$ cat src/rtl/regfile_stream_port.sv
// Streams words between valid/ready ports and a register file: LOAD writes consecutive
// entries from the input stream, DUMP reads consecutive entries out through a one-word output register.
//
// state | meaning
// IDLE  | waiting for a command; cmd_ready high
// LOAD  | one register file write per accepted input beat
// DUMP  | reading entries into the output register, draining on handshakes
// DONE  | one-cycle done pulse, then back to IDLE
module regfile_stream_port #(
    parameter int width = 32,
    parameter int n     = 5,
    parameter int size  = 32
) (
    input  logic             clk,
    input  logic             rst,
    input  logic             cmd_valid,
    output logic             cmd_ready,
    input  logic             cmd_op,
    input  logic [n-1:0]     cmd_base,
    input  logic [n:0]       cmd_count,
    input  logic             in_valid,
    output logic             in_ready,
    input  logic [width-1:0] in_data,
    output logic             out_valid,
    input  logic             out_ready,
    output logic [width-1:0] out_data,
    output logic             out_last,
    output logic             done,
    output logic [n-1:0]     rf_readReq,
    input  logic [width-1:0] rf_readResp,
    output logic             rf_writeEn,
    output logic [n-1:0]     rf_writeIndex,
    output logic [width-1:0] rf_writeData
);

    typedef enum logic [1:0] {IDLE, LOAD, DUMP, DONE} state_t;

    localparam logic [n-1:0] lastIdx  = n'(size - 1);
    localparam logic [n-1:0] ptrOne   = 1;
    localparam logic [n:0]   countOne = 1;

    state_t         state, stateNext;
    logic [n-1:0]   ptr;
    logic [n:0]     left;
    logic           cmdFire;
    logic           firstLoad;
    logic           dumpLoad;

    function automatic logic [n-1:0] nextPtr(input logic [n-1:0] p);
        return (p == lastIdx) ? '0 : p + ptrOne;
    endfunction

    assign cmdFire   = cmd_valid && cmd_ready;
    // The first DUMP word is captured on the accept edge so out_valid rises one cycle after accept.
    assign firstLoad = cmdFire && cmd_op && (cmd_count != '0);
    assign dumpLoad  = (state == DUMP) && (left != '0) && (!out_valid || out_ready);

    always_comb begin
        stateNext     = state;
        cmd_ready     = 1'b0;
        in_ready      = 1'b0;
        done          = 1'b0;
        rf_writeEn    = 1'b0;
        rf_writeIndex = ptr;
        rf_writeData  = in_data;
        rf_readReq    = ptr;
        case (state)
            IDLE: begin
                cmd_ready  = !rst;
                rf_readReq = cmd_base;
                if (cmd_valid && !rst) begin
                    if (cmd_count == '0)
                        stateNext = DONE;
                    else if (cmd_op)
                        stateNext = DUMP;
                    else
                        stateNext = LOAD;
                end
            end
            LOAD: begin
                in_ready = !rst;
                if (in_valid && !rst) begin
                    rf_writeEn = 1'b1;
                    if (left == countOne)
                        stateNext = DONE;
                end
            end
            DUMP: begin
                if (out_valid && out_ready && out_last)
                    stateNext = DONE;
            end
            DONE: begin
                done      = !rst;
                stateNext = IDLE;
            end
            default: stateNext = IDLE;
        endcase
    end

    always_ff @(posedge clk) begin
        if (rst) begin
            state     <= IDLE;
            ptr       <= '0;
            left      <= '0;
            out_valid <= 1'b0;
            out_last  <= 1'b0;
            out_data  <= '0;
        end else begin
            state <= stateNext;
            case (state)
                IDLE: begin
                    if (firstLoad) begin
                        out_data  <= rf_readResp;
                        out_valid <= 1'b1;
                        out_last  <= (cmd_count == countOne);
                        ptr       <= nextPtr(cmd_base);
                        left      <= cmd_count - countOne;
                    end else if (cmdFire) begin
                        ptr  <= cmd_base;
                        left <= cmd_count;
                    end
                end
                LOAD: begin
                    if (rf_writeEn) begin
                        ptr  <= nextPtr(ptr);
                        left <= left - countOne;
                    end
                end
                DUMP: begin
                    if (dumpLoad) begin
                        out_data  <= rf_readResp;
                        out_valid <= 1'b1;
                        out_last  <= (left == countOne);
                        ptr       <= nextPtr(ptr);
                        left      <= left - countOne;
                    end else if (out_valid && out_ready) begin
                        out_valid <= 1'b0;
                        out_last  <= 1'b0;
                    end
                end
                default: ;
            endcase
        end
    end

endmodule

$ cat config.mk
export PLATFORM = sky130hd
export DESIGN_NAME = regfile_stream_port
export DESIGN_NICKNAME = d
export VERILOG_FILES = /design/src/rtl/regfile_stream_port.sv
export SDC_FILE = /design/constraint.sdc
export NUM_CORES = 1
export LEC_CHECK = 0
export ABC_AREA = 1
export CAP_MARGIN = 30
export CELL_PAD_IN_SITES_DETAIL_PLACEMENT = 0
export CELL_PAD_IN_SITES_GLOBAL_PLACEMENT = 2
export CORE_MARGIN = 4
export CORE_UTILIZATION = 21
export DETAILED_ROUTE_END_ITERATION = 10
export PLACE_DENSITY_LB_ADDON = 0.1
export SLEW_MARGIN = 5
export SYNTH_ARGS = -nofsm -noshare
export SYNTH_HDL_FRONTEND = slang
export SYNTH_SLANG_ARGS = --single-unit
$ cat constraint.sdc
create_clock -name clk -period 5.05 [get_ports clk]
set_clock_uncertainty 0.2 [all_clocks]
set_input_delay 1.01 -clock clk [delete_from_list [all_inputs] [get_ports clk]]
set_output_delay 1.01 -clock clk [all_outputs]
set_load 0.02 [all_outputs]
Word level (Yosys, flattened, before mapping)
Index checks and enable logic that the tools add are counted.
Widths: inputs -> output; s select.
- $add $sub $neg: 4
- equality and inequality tests: 16
- mux-type cells: 35
- reduce and logical (&&, ||, !) cells: 22
- operators by type and width (kind ; count):
    $mux 32 ; 2
    $pmux 32 s2 ; 1
    $mux 5 ; 7
    $mux 6 ; 4
    $pmux 6 s3 ; 1
    $pmux 5 s3 ; 1
    $eq 6x1->1 const B ; 2
    $mux 2 ; 6
    $ne 2x2->1 const B ; 6
    $reduce_bool 6->1 ; 2
    $sub 6x1->6 const B ; 2
    $add 5x1->5 const B ; 2
    $eq 5x5->1 const B ; 2
    $mux 1 ; 10
    $logic_and 1x1->1 ; 9
    $pmux 2 s4 ; 1
    $reduce_and 4->1 ; 2
    $logic_not 6->1 ; 1
    $reduce_and 3->1 ; 2
    $eq 2x2->1 const B ; 2
    $pmux 1 s2 ; 2
    $ne 3x2->1 const B ; 1
    $ne 3x3->1 const B ; 1
    $reduce_bool 3->1 ; 1
    other kinds (6) ; 7
- register bits after elaboration: 47
- bits of input ports: 81
- word-level logic and storage cells: 83

Logic depth before layout (Yosys ltp)
- depth in word-level cells: 7
- gate-level depth with buffers: 12

Least setup slack after synthesis
Ideal clock, no wire load.
- kind: input-to-output
- start: input port rst
- end: output port rf_writeEn
- data arrival time: 1634 ps
- slack: 2206 ps
- stages: 2
- buffers on the path: 1
- path through: buf_6 > nor3_1
- cells in the longest elaborated chain, start to end: 4
- ends and longest elaborated chain (what ; RTL line ; RTL):
    from (decl) ; 15 ; input logic rst,
    $logic_not 1->1 ; 82 ; if (in_valid && !rst) begin
    $logic_and 1x1->1 ; 82 ;
    $mux 1 ; 82 ;
    $mux 1 ; 67 ; case (state)
    to (decl) ; 31 ; output logic rf_writeEn,
Every way passes these cells.

Final worst setup path
Ends and elaborated chain as after synthesis.

==> summary.md <==
| Metric | Value |
|---|---|
| Status | finished clean |
| Largest net degree at the start of global routing | 47 |
| Final Hold Vio Count | 0 |
| CP Data Required Time | 3840 ps |
| Fin crit share | 73.9% |
| Drt wl/cell | roughly 14 um |
| Yosys reg bits | 47 |
| GRT overflow | 0 |
| Final std cells w/o fill | 652 |
| Drt drc | 0 |
| Setup ws final | 1320 ps |
| Hpwl dp | 6840 um |
| Post-synthesis net count | 516 |
| Post-layout util | 29.0% |
| Unique masters post-synth | 26 |
| Post-layout min period | between 3000 and 4000 ps |
| Layout cells sized above 1 | 6.72% |
| Lkg Pwr | roughly 0.0016 uW |
| First-pass GRT wire length | 15200 um |
| CP arrival | 2520 ps |
| Vias per cell | 4.19 |
| TritonCTS Buffers | 5 |
| Design Area, Final | 3860 um2 |
| WL final | 9100 um |
| Placed Instances | between 600 and 700 |
| CTS tree | yes |
| Net count, final | between 500 and 600 |
| Post-route ant nets | 0 |
| Syn Area/Cell | 6.80 um2 |
| Pre-antenna DRT Iters | 4 |
| Pre-CTS WS | 931 ps |
| Total core area | 13300 um2 |
| Crit path kind | input pin to output port |
| Die Area | ~16000 um2 |
| # setup viols final | 0 |
| Clock Path Buffers | 2 |
| Clk slew on worst S/H paths | 70 ps |
| CP endpoint kind | output port |
| Pwr/cell area | 501 nW/um2 |
| Filler cells | 1485 |
| Io pins | between 150 and 200 |
| # resized after CTS | 0 |
| Slowest CP cell | clkdlybuf4s50_1 |
| VDD IR max | 142 uV |
| Ys Warns | 0 |
| Relative slew slack | 63.9% |
| Clk sinks | 47 |
| Worst-margin pin slew | 541 ps |
| Vias | 2730 |
| Initial antenna violation count | 0 |
| Initial core utilization | 21.5% |
| Antenna Cells | 0 |
| Skew-Pair Late Insertion Delay | 290 ps |
| Delay of the slowest critical-path stage | 630 ps |
| Max-cap violations | 0 |
| Placed inst area | 3680 um2 |
| CP max FO | 8 |
| Most frequent cell on the critical path | clkdlybuf4s50_1 |
| Final GP Congestion | between 0.7 and 0.8 |
| Rows | 42 |
| Slew Limit Fails | 0 |
| Port Buf Inserts | 96 |
| Vias in the first global route | 2772 |
| HP Class | flip-flop to flip-flop |
| RSZ-0062 raised after global routing | false |
| Initial DRC count | 107 |
| DIE HEIGHT | ~120 um |
| Post-CTS Hold Buffers | 0 |
| Syn Std Cell Area | 2860 um2 |
| Die X | ~120 um |
| Post-CTS Setup Inserts | 0 |
| Htree depth | 2 |
| Total track usage | 11.9% |
| Total negative slack | 0 ps |
| Post-Syn Instances | 421 |
| Post-synthesis sequential area ratio | between 30% and 40% |
| Critical Path Start Type | input pin |
| Root Buffer | clkbuf_16 |
| Max Fclk | 268 MHz |
| Area Growth Syn to Fin | 34.7% |
| Critical path, cell by cell | clkdlybuf4s50_1 -> nor3_1 -> clkdlybuf4s50_1 |
-- per-stage QoR --
step                hold WS [ps]  power (uW)
finish                       284        1930
detailed placement           271        1570
global route                 308        2110
floorplan                    256        1220
global placement             264        1570
CTS                          289        1970
-- cells in the final DEF (no fill, tap or decap), types with 5 or more instances in the layout --
cell type         n
a21oi_1          18
clkbuf_16         5
clkdlybuf4s50_1  96
dfxtp_1          47
ha_1             14
inv_1            32
nand2_1          60
nand3_1          17
nor2_1           88
nor2_2           13
o21ai_0          46
o21ai_1          16
-- worst paths after layout --
kind / to / startpoint / slack, ps / cells after the start
worst max-delay path: rf_writeEn / rst / 1320 / 3
worst min-delay path: out_data[11] / out_data[11] / 280 / 2
worst max register to register: out_data[11] / state[0] / 2080 / 10
worst min register to register: out_data[11] / out_data[11] / 280 / 2
-- where the power goes --
group | internal [uW] | switching, uW | leakage [uW]
clock network | 236 | 157 | 0.0000804
logic | 399 | 581 | 0.00110
registers | 481 | 80.1 | 0.000385
total | 1120 | 818 | 0.00156
-- Yosys cell counts --
library cell / instances / area [um2]
nor2_1: 88 / 330
xor2_1: 3 / 26.3
nor3b_1: 1 / 7.51
clkinv_2: 1 / 5.00
a21oi_1: 18 / 90.1
o21ai_0: 46 / 230
nand4_1: 3 / 18.8
nand2_1: 60 / 225
buf_2: 5 / 25.0
nand3_1: 17 / 85.1
clkbuf_1: 3 / 11.3
o21bai_1: 1 / 7.51
nand3_2: 1 / 10.0
inv_2: 3 / 11.3
nor3_1: 2 / 10.0
buf_4: 34 / 255
buf_1: 2 / 7.51
nor2_4: 1 / 11.3
nand2_4: 1 / 11.3
dfxtp_1: 47 / 941
nand2_2: 3 / 18.8
ha_1: 14 / 175
buf_6: 6 / 67.6
inv_1: 32 / 120
nor2_2: 13 / 81.3
o21ai_1: 16 / 80.1
-- registers in the layout, summed over array words and instances (netlist names) --
| register | count |
|---|---|
| rf_writeIndex | 5 |
| state | 2 |
| out_valid | 1 |
| out_last | 1 |
| out_data | 32 |
| left | 6 |
-- cells by family (layout without fill, tap and decap cells) --
| group | count (synthesis) | count (layout) | share of synthesized area, % |
|---|---|---|---|
| and+or+nand+nor | 190 | 190 | 28.3 |
| buffers and inverters | 86 | 141 | 17.6 |
| AOI/OAI and AO/OA | 81 | 81 | 14.2 |
| DFF | 47 | 47 | 32.9 |
| adders and majority gates | 14 | 14 | 6.12 |
| xor gates and xnor gates | 3 | 3 | 0.918 |
-- worst max-delay path: cells and delay by family --
family	cells	cell delay, ps
buf+inv	2	1250
simple gates	1	270
-- routing by layer --
layer / part of all wire, % / routed length (um) / vias up / track usage [%]
li1: - / - / 1405 / -
met1: 49 / 4410 / 1219 / 16.0
met2: 43 / 3900 / 90 / 18.3
met3: 7.2 / 653 / 16 / 3.69
met4: 1.4 / 127 / 0 / 3.35
met5: 0 / 0 / - / 0
-- layout make-up --
type | instances | area [um2] | area share, %
multi-input cells | 288 | 1420 | 36.8
well taps | 176 | 220 | 5.71
inverters | 36 | 136 | 3.54
flip-flops and latches | 47 | 941 | 24.4
repair buffers | 97 | 968 | 25.1
clock inverters | 3 | 46.3 | 1.20
clock buffers | 5 | 125 | 3.24
(Power assumes the default switching activity.)
